**src/rtl/usb_pkg.sv**
```systemverilog
// Shared FSM state encoding and encoder packet-select codes for the host transaction sequencer.
// Pure type/constant package: no latency, no flow control.
package usb_pkg;

    typedef enum logic [2:0] {
        IDLE      = 3'd0,
        SEND      = 3'd1,
        TX_WAIT   = 3'd2,
        WAIT_RESP = 3'd3,
        SEND_ACK  = 3'd4,
        ACK_WAIT  = 3'd5,
        DONE      = 3'd6
    } state_t;

    localparam logic [1:0] SEL_TOKEN_DATA = 2'b00;
    localparam logic [1:0] SEL_TOKEN      = 2'b01;
    localparam logic [1:0] SEL_ACK        = 2'b10;

endpackage

```
**src/rtl/timeout_counter.sv**
```systemverilog
// Response timer: counts enabled cycles; expired is combinational on the last allowed cycle.
// Latency: clear/enable take effect next edge; saturates at TIMEOUT_CYCLES, no backpressure.
module timeout_counter #(
    parameter int TIMEOUT_CYCLES = 255
) (
    input  logic clock,
    input  logic reset,
    input  logic clear,
    input  logic enable,
    output logic expired
);

    localparam int TW = $clog2(TIMEOUT_CYCLES + 1);
    localparam logic [TW-1:0] LAST  = TW'(TIMEOUT_CYCLES - 1);
    localparam logic [TW-1:0] LIMIT = TW'(TIMEOUT_CYCLES);

    logic [TW-1:0] timer;

    always_ff @(posedge clock) begin
        if (reset || clear) begin
            timer <= '0;
        end else if (enable && (timer != LIMIT)) begin
            timer <= timer + TW'(1);
        end
    end

    assign expired = enable && (timer == LAST);

endmodule

```
**src/rtl/txn_retry_sequencer.sv**
```systemverilog
// Host transaction sequencer: send token, await response, retry up to MAX_RETRY attempts, ACK IN data.
// Latency: all outputs registered, one cycle after the causing input; encoder paced by tx_done pulses.
module txn_retry_sequencer
    import usb_pkg::*;
#(
    parameter int TIMEOUT_CYCLES = 255,
    parameter int MAX_RETRY      = 8
) (
    input  logic       clock,
    input  logic       reset,
    input  logic       start,
    input  logic       txn_in,
    input  logic       tx_done,
    input  logic       ACK_rec,
    input  logic       NAK_rec,
    input  logic       DATA0_rec,
    input  logic       crc_ok,
    output logic       send_pkt,
    output logic [1:0] send_sel,
    output logic       host_sending,
    output logic       rx_armed,
    output logic       busy,
    output logic       done,
    output logic       success,
    output logic [3:0] retry_cnt
);

    localparam logic [4:0] RETRY_LIMIT = 5'(MAX_RETRY);

    state_t     state;
    logic       txn_is_in;
    logic       expired;
    logic       any_resp;
    logic       resp_good;
    logic       give_up;
    logic [1:0] token_sel;

    timeout_counter #(
        .TIMEOUT_CYCLES(TIMEOUT_CYCLES)
    ) u_timer (
        .clock  (clock),
        .reset  (reset),
        .clear  (state != WAIT_RESP),
        .enable (state == WAIT_RESP),
        .expired(expired)
    );

    // ACK outranks DATA0, so an IN transaction seeing both treats it as a bad response.
    assign any_resp  = ACK_rec | NAK_rec | DATA0_rec;
    assign resp_good = txn_is_in ? (DATA0_rec & crc_ok & ~ACK_rec) : ACK_rec;
    assign give_up   = (({1'b0, retry_cnt} + 5'd1) == RETRY_LIMIT);
    assign token_sel = txn_is_in ? SEL_TOKEN : SEL_TOKEN_DATA;

    always_ff @(posedge clock) begin
        if (reset) begin
            state        <= IDLE;
            txn_is_in    <= 1'b0;
            retry_cnt    <= '0;
            send_pkt     <= 1'b0;
            send_sel     <= SEL_TOKEN_DATA;
            host_sending <= 1'b0;
            rx_armed     <= 1'b0;
            busy         <= 1'b0;
            done         <= 1'b0;
            success      <= 1'b0;
        end else begin
            send_pkt <= 1'b0;
            send_sel <= SEL_TOKEN_DATA;
            done     <= 1'b0;
            case (state)
                IDLE: begin
                    if (start) begin
                        state        <= SEND;
                        txn_is_in    <= txn_in;
                        retry_cnt    <= '0;
                        send_pkt     <= 1'b1;
                        send_sel     <= txn_in ? SEL_TOKEN : SEL_TOKEN_DATA;
                        host_sending <= 1'b1;
                        busy         <= 1'b1;
                        success      <= 1'b0;
                    end
                end
                SEND: begin
                    state <= TX_WAIT;
                end
                TX_WAIT: begin
                    if (tx_done) begin
                        state        <= WAIT_RESP;
                        host_sending <= 1'b0;
                        rx_armed     <= 1'b1;
                    end
                end
                WAIT_RESP: begin
                    // A response in the expiry cycle wins over the timeout.
                    if (resp_good) begin
                        rx_armed <= 1'b0;
                        if (txn_is_in) begin
                            state        <= SEND_ACK;
                            send_pkt     <= 1'b1;
                            send_sel     <= SEL_ACK;
                            host_sending <= 1'b1;
                        end else begin
                            state   <= DONE;
                            done    <= 1'b1;
                            success <= 1'b1;
                        end
                    end else if (any_resp || expired) begin
                        rx_armed <= 1'b0;
                        if (give_up) begin
                            state   <= DONE;
                            done    <= 1'b1;
                            success <= 1'b0;
                        end else begin
                            state        <= SEND;
                            retry_cnt    <= retry_cnt + 4'd1;
                            send_pkt     <= 1'b1;
                            send_sel     <= token_sel;
                            host_sending <= 1'b1;
                        end
                    end
                end
                SEND_ACK: begin
                    state <= ACK_WAIT;
                end
                ACK_WAIT: begin
                    if (tx_done) begin
                        state        <= DONE;
                        host_sending <= 1'b0;
                        done         <= 1'b1;
                        success      <= 1'b1;
                    end
                end
                DONE: begin
                    state   <= IDLE;
                    busy    <= 1'b0;
                    success <= 1'b0;
                end
                default: begin
                    state        <= IDLE;
                    host_sending <= 1'b0;
                    rx_armed     <= 1'b0;
                    busy         <= 1'b0;
                    success      <= 1'b0;
                end
            endcase
        end
    end

endmodule

```
**config.mk**
```make
export PLATFORM = sky130hd
export DESIGN_NAME = txn_retry_sequencer
export DESIGN_NICKNAME = d
export VERILOG_FILES = /design/src/rtl/usb_pkg.sv /design/src/rtl/timeout_counter.sv /design/src/rtl/txn_retry_sequencer.sv
export SDC_FILE = /design/constraint.sdc
export NUM_CORES = 1
export LEC_CHECK = 0
export ABC_AREA = 1
export ABC_CLOCK_PERIOD_IN_PS = 1400
export CORE_MARGIN = 1.5
export CORE_UTILIZATION = 30
export DETAILED_ROUTE_END_ITERATION = 12
export DONT_BUFFER_PORTS = 1
export PLACE_DENSITY = 0.46
export SYNTH_ARGS = -nofsm -noshare
export SYNTH_HDL_FRONTEND = slang
export SYNTH_SLANG_ARGS = --single-unit
```
**constraint.sdc**
```tcl
create_clock -name clock -period 1.4 [get_ports clock]
set_input_delay 0.28 -clock clock [delete_from_list [all_inputs] [get_ports clock]]
set_output_delay 0.28 -clock clock [all_outputs]
set_load 0.005 [all_outputs]
```
==> impl_metrics.yaml <==
status:
  run_status: "complete, no violations"
worst_setup_path:
  startpoint: "retry_cnt[0]"
  critical_path_buf_inv_count: 1
  crit_path_class: "reg2reg"
  critical_path_s_largest_stage_delay_ps: 390
  path_delay_family: "simple AND/OR/NAND/NOR gates"
  cp_num_cells: 11
  worstPathRequired_ps: 1610
  rr_endpoint: "retry_cnt[2]"
  setup.reg_to_reg.worst_slack_ps: 20
  end_kind: "flop"
  r2r.worst_path.cells: 11
  setup.worst_path.start_class: "flop"
  critical_path_peak_fanout: 4
  crit_arrival_ps: 1590
  critical_path.cell_chain: "ha_4 -> inv_2 -> nand2_2 -> nand2_2 -> nor2_4 -> nand2_4 -> nand2_4 -> nand2_4 -> nand3_4 -> nand2_2 -> a21oi_2"
  crit_path_top_delay_cell: "sky130_fd_sc_hd__dfxtp_4"
  r2r_startpoint: "retry_cnt[0]"
  setup.worst_path.end: "retry_cnt[2]"
cells_and_area:
  layoutNonFillerInstCount: 307
  drive_gt1_share_pct: 47.5
  seq_area_um2: 508
  layout-area-overhead-vs-synth_pct: 49.0
  layout.core_utilization_pct: 47.8
  n_antenna_cell: 0
  multiInputGateArea_mm2: 0.00106
  fillers: 420
  design.final.nets: 269
sta:
  final_max_slew_viol_count: 0
  worstMarginPinSlew_ps: 302
  grt_setup_unrepaired: "true"
  max_freq_mhz: 726
  relSlewSlack_pct: 79.8
  worst_clock_skew_ps: 2.43
  layout_worst_path_cycle_share_pct: 98.4
  report.final.hold_viol_count: 0
  report.final.setup_viol: 0
  clock_period_minus_worst_slack_ps: 1380
pwr:
  ir_worst_vdd_v: 0.000568
  static-leakage-power_nw: 0.878
  pwr_density_cell_mw_per_mm2: 1080
yosys:
  synth_area_mm2: 0.00144
  netlist_instances: 215
  yosysMostFrequentCell: "sky130_fd_sc_hd__nand2_1"
  synth_top_area_cell: "sky130_fd_sc_hd__dfxtp_1"
  synth.net_count: 228
  netlist_top_cells_area: "sky130_fd_sc_hd__dfxtp_1, sky130_fd_sc_hd__nand2_1, sky130_fd_sc_hd__nor2_1"
  yosysUniqueCellTypes: 29
  yosys.area.top_type_share_pct: 33.5
  synth.yosys.warnings: 0
  synth_flop_cell: "sky130_fd_sc_hd__dfxtp_1"
  number_of_enable_type_register_cells_in_the_synthesized_netlist: 0
  syn-mean-instance-area_um2: 6.68
  ys_ff_latch: 24
  seq_area_frac_synth_pct: 33.5
  synthTopCellsByCount: "sky130_fd_sc_hd__nand2_1, sky130_fd_sc_hd__nor2_1, sky130_fd_sc_hd__dfxtp_1, sky130_fd_sc_hd__inv_1, sky130_fd_sc_hd__a21oi_1"
  async_flop_share_pct: 0
placed_design:
  place.port_buffers: 0
  finalWeightedCongestion: 0.829
  detailed_place_hpwl_um: 2670
  cell_count_after_placement: 300
floorplanning:
  fp-row-count: 24
  top_level_ports: 21
  fp.dieH_um: 72.2
  die_width_um: 72.2
  floorplan.initialDensity_pct: 32.1
  fp.dieArea_mm2: 0.00521
  core_area_mm2: 0.00447
route:
  routedWlPerCell_um: 12.1
  drt_pre_antenna_iters: 4
  post_detailed_routing_wire_length_um: 3710
  drcViolationCount: 0
  route.antenna.remaining_nets: 0
  detail_route.iter0.violations: 78
  vias: 1427
  via_per_inst: 4.65
grt:
  global_route.overflow_total: 0
  grt_max_degree: 15
  antenna_found_initial: 0
  first_global_vias: 1374
  first_pass_grt_wire_length_um: 5940
  globalRouteTotalUtil_pct: 14.3
clock_tree:
  cts-root-to-sink-buffers: 2
  cts.root.buffer_cell: "sky130_fd_sc_hd__clkbuf_8"
  clkSlewWorstSetupHoldPaths_ps: 90
  cts.sink_count: 24
  clock_latency_ps: 270
  cts-htree-levels: 1
  cts_buffers: 3
  clock_tree_from_tritoncts: "done"
hold_path:
  min_path_type: "in2reg"
job:
  max-cap-violations: 0
==> worst min-delay path by stage <==
stage,from,to,slack (ps),depth (start not counted)
finish,reset,retry_cnt[2],50,1
global route,reset,state[0],30,1
CTS,reset,retry_cnt[1],50,1
detailed placement,reset,send_pkt,350,1
global placement,reset,send_pkt,350,1
floorplan,reset,send_pkt,350,1
==> cell families (layout without fill, tap and decap cells) <==
family          after synthesis  count (layout)  synth area share, %
compound gates               25              25                 9.33
fa+ha+maj                     4               4                 3.49
xor+xnor                      2               2                 1.22
simple gates                126             126                 41.8
buf+inv                      34              74                 10.7
flops                        24              24                 33.5
==> where the power goes <==
part	total (W)	internal (W)	switching [W]
sequential	0.000822	0.000755	0.0000671
clock	0.000626	0.000383	0.000243
combinational	0.000859	0.000387	0.000472
==> stage by stage <==
step	total power (W)	setup TNS [ps]	setup WS [ps]	area (um2)	hold slack (ps)
2_1_floorplan	0.00127	0	12.9	1440	350
3_3_place_gp	0.00150	-405	-109	1750	352
3_5_place_dp	0.00148	-486	-119	1750	354
4_1_cts	0.00218	0	0.264	1950	45.4
5_1_grt	0.00247	-651	-84.0	2140	30.2
6_report	0.00231	0	22.9	2140	50.4
==> timing repair <==
item / in CTS / in global routing
pin swaps: 17 / 27
hold buffers: 0 / 0
gates cloned: 0 / 0
gates resized for setup: 39 / 45
setup buffers: 0 / 3
setup endpoints to repair: 9 / 17
==> layout make-up <==
| cell class | count | area share (%) |
|---|---|---|
| multi-input combinational | 157 | 49.6 |
| sequential | 24 | 23.8 |
| timing repair buffer | 40 | 14.6 |
| inverter | 30 | 5.73 |
| tap | 52 | 3.04 |
| clock buffer | 3 | 1.93 |
| clock inverter | 1 | 1.40 |
==> layout by cell type, fill, tap and decap left out, types with 7 or more instances in the layout <==
cell and n:
sky130_fd_sc_hd__a21oi_1 11, sky130_fd_sc_hd__buf_4 37, sky130_fd_sc_hd__dfxtp_1 16, sky130_fd_sc_hd__dfxtp_4 7
sky130_fd_sc_hd__inv_1 21, sky130_fd_sc_hd__nand2_1 45, sky130_fd_sc_hd__nand2_2 14, sky130_fd_sc_hd__nand2_4 7
sky130_fd_sc_hd__nand3_4 8, sky130_fd_sc_hd__nor2_1 22, sky130_fd_sc_hd__nor2_2 8
==> layer usage <==
layer,GRT usage [%],vias up,share of wire [%]
met1,18.9,640,49
met3,3.61,4,3.5
li1,-,757,-
met4,3.77,0,1.2
met5,0,-,0
met2,23.4,26,47
==> worst register-to-register path, delay by kind of cell, from the launching register on <==
kind | cells | cell delay, ps
simple gates | 8 | 610
flops | 1 | 390
fa+ha+maj | 1 | 150
buf+inv | 1 | 40
compound gates | 1 | 120
==> sequential cells by signal, indices dropped and copies added (netlist names) <==
signal,cells
busy,1
done,1
host_sending,1
retry_cnt,4
rx_armed,1
send_pkt,1
send_sel,2
state,3
success,1
txn_is_in,1
u_timer.timer,8
Power figures use the tool's default switching activity.
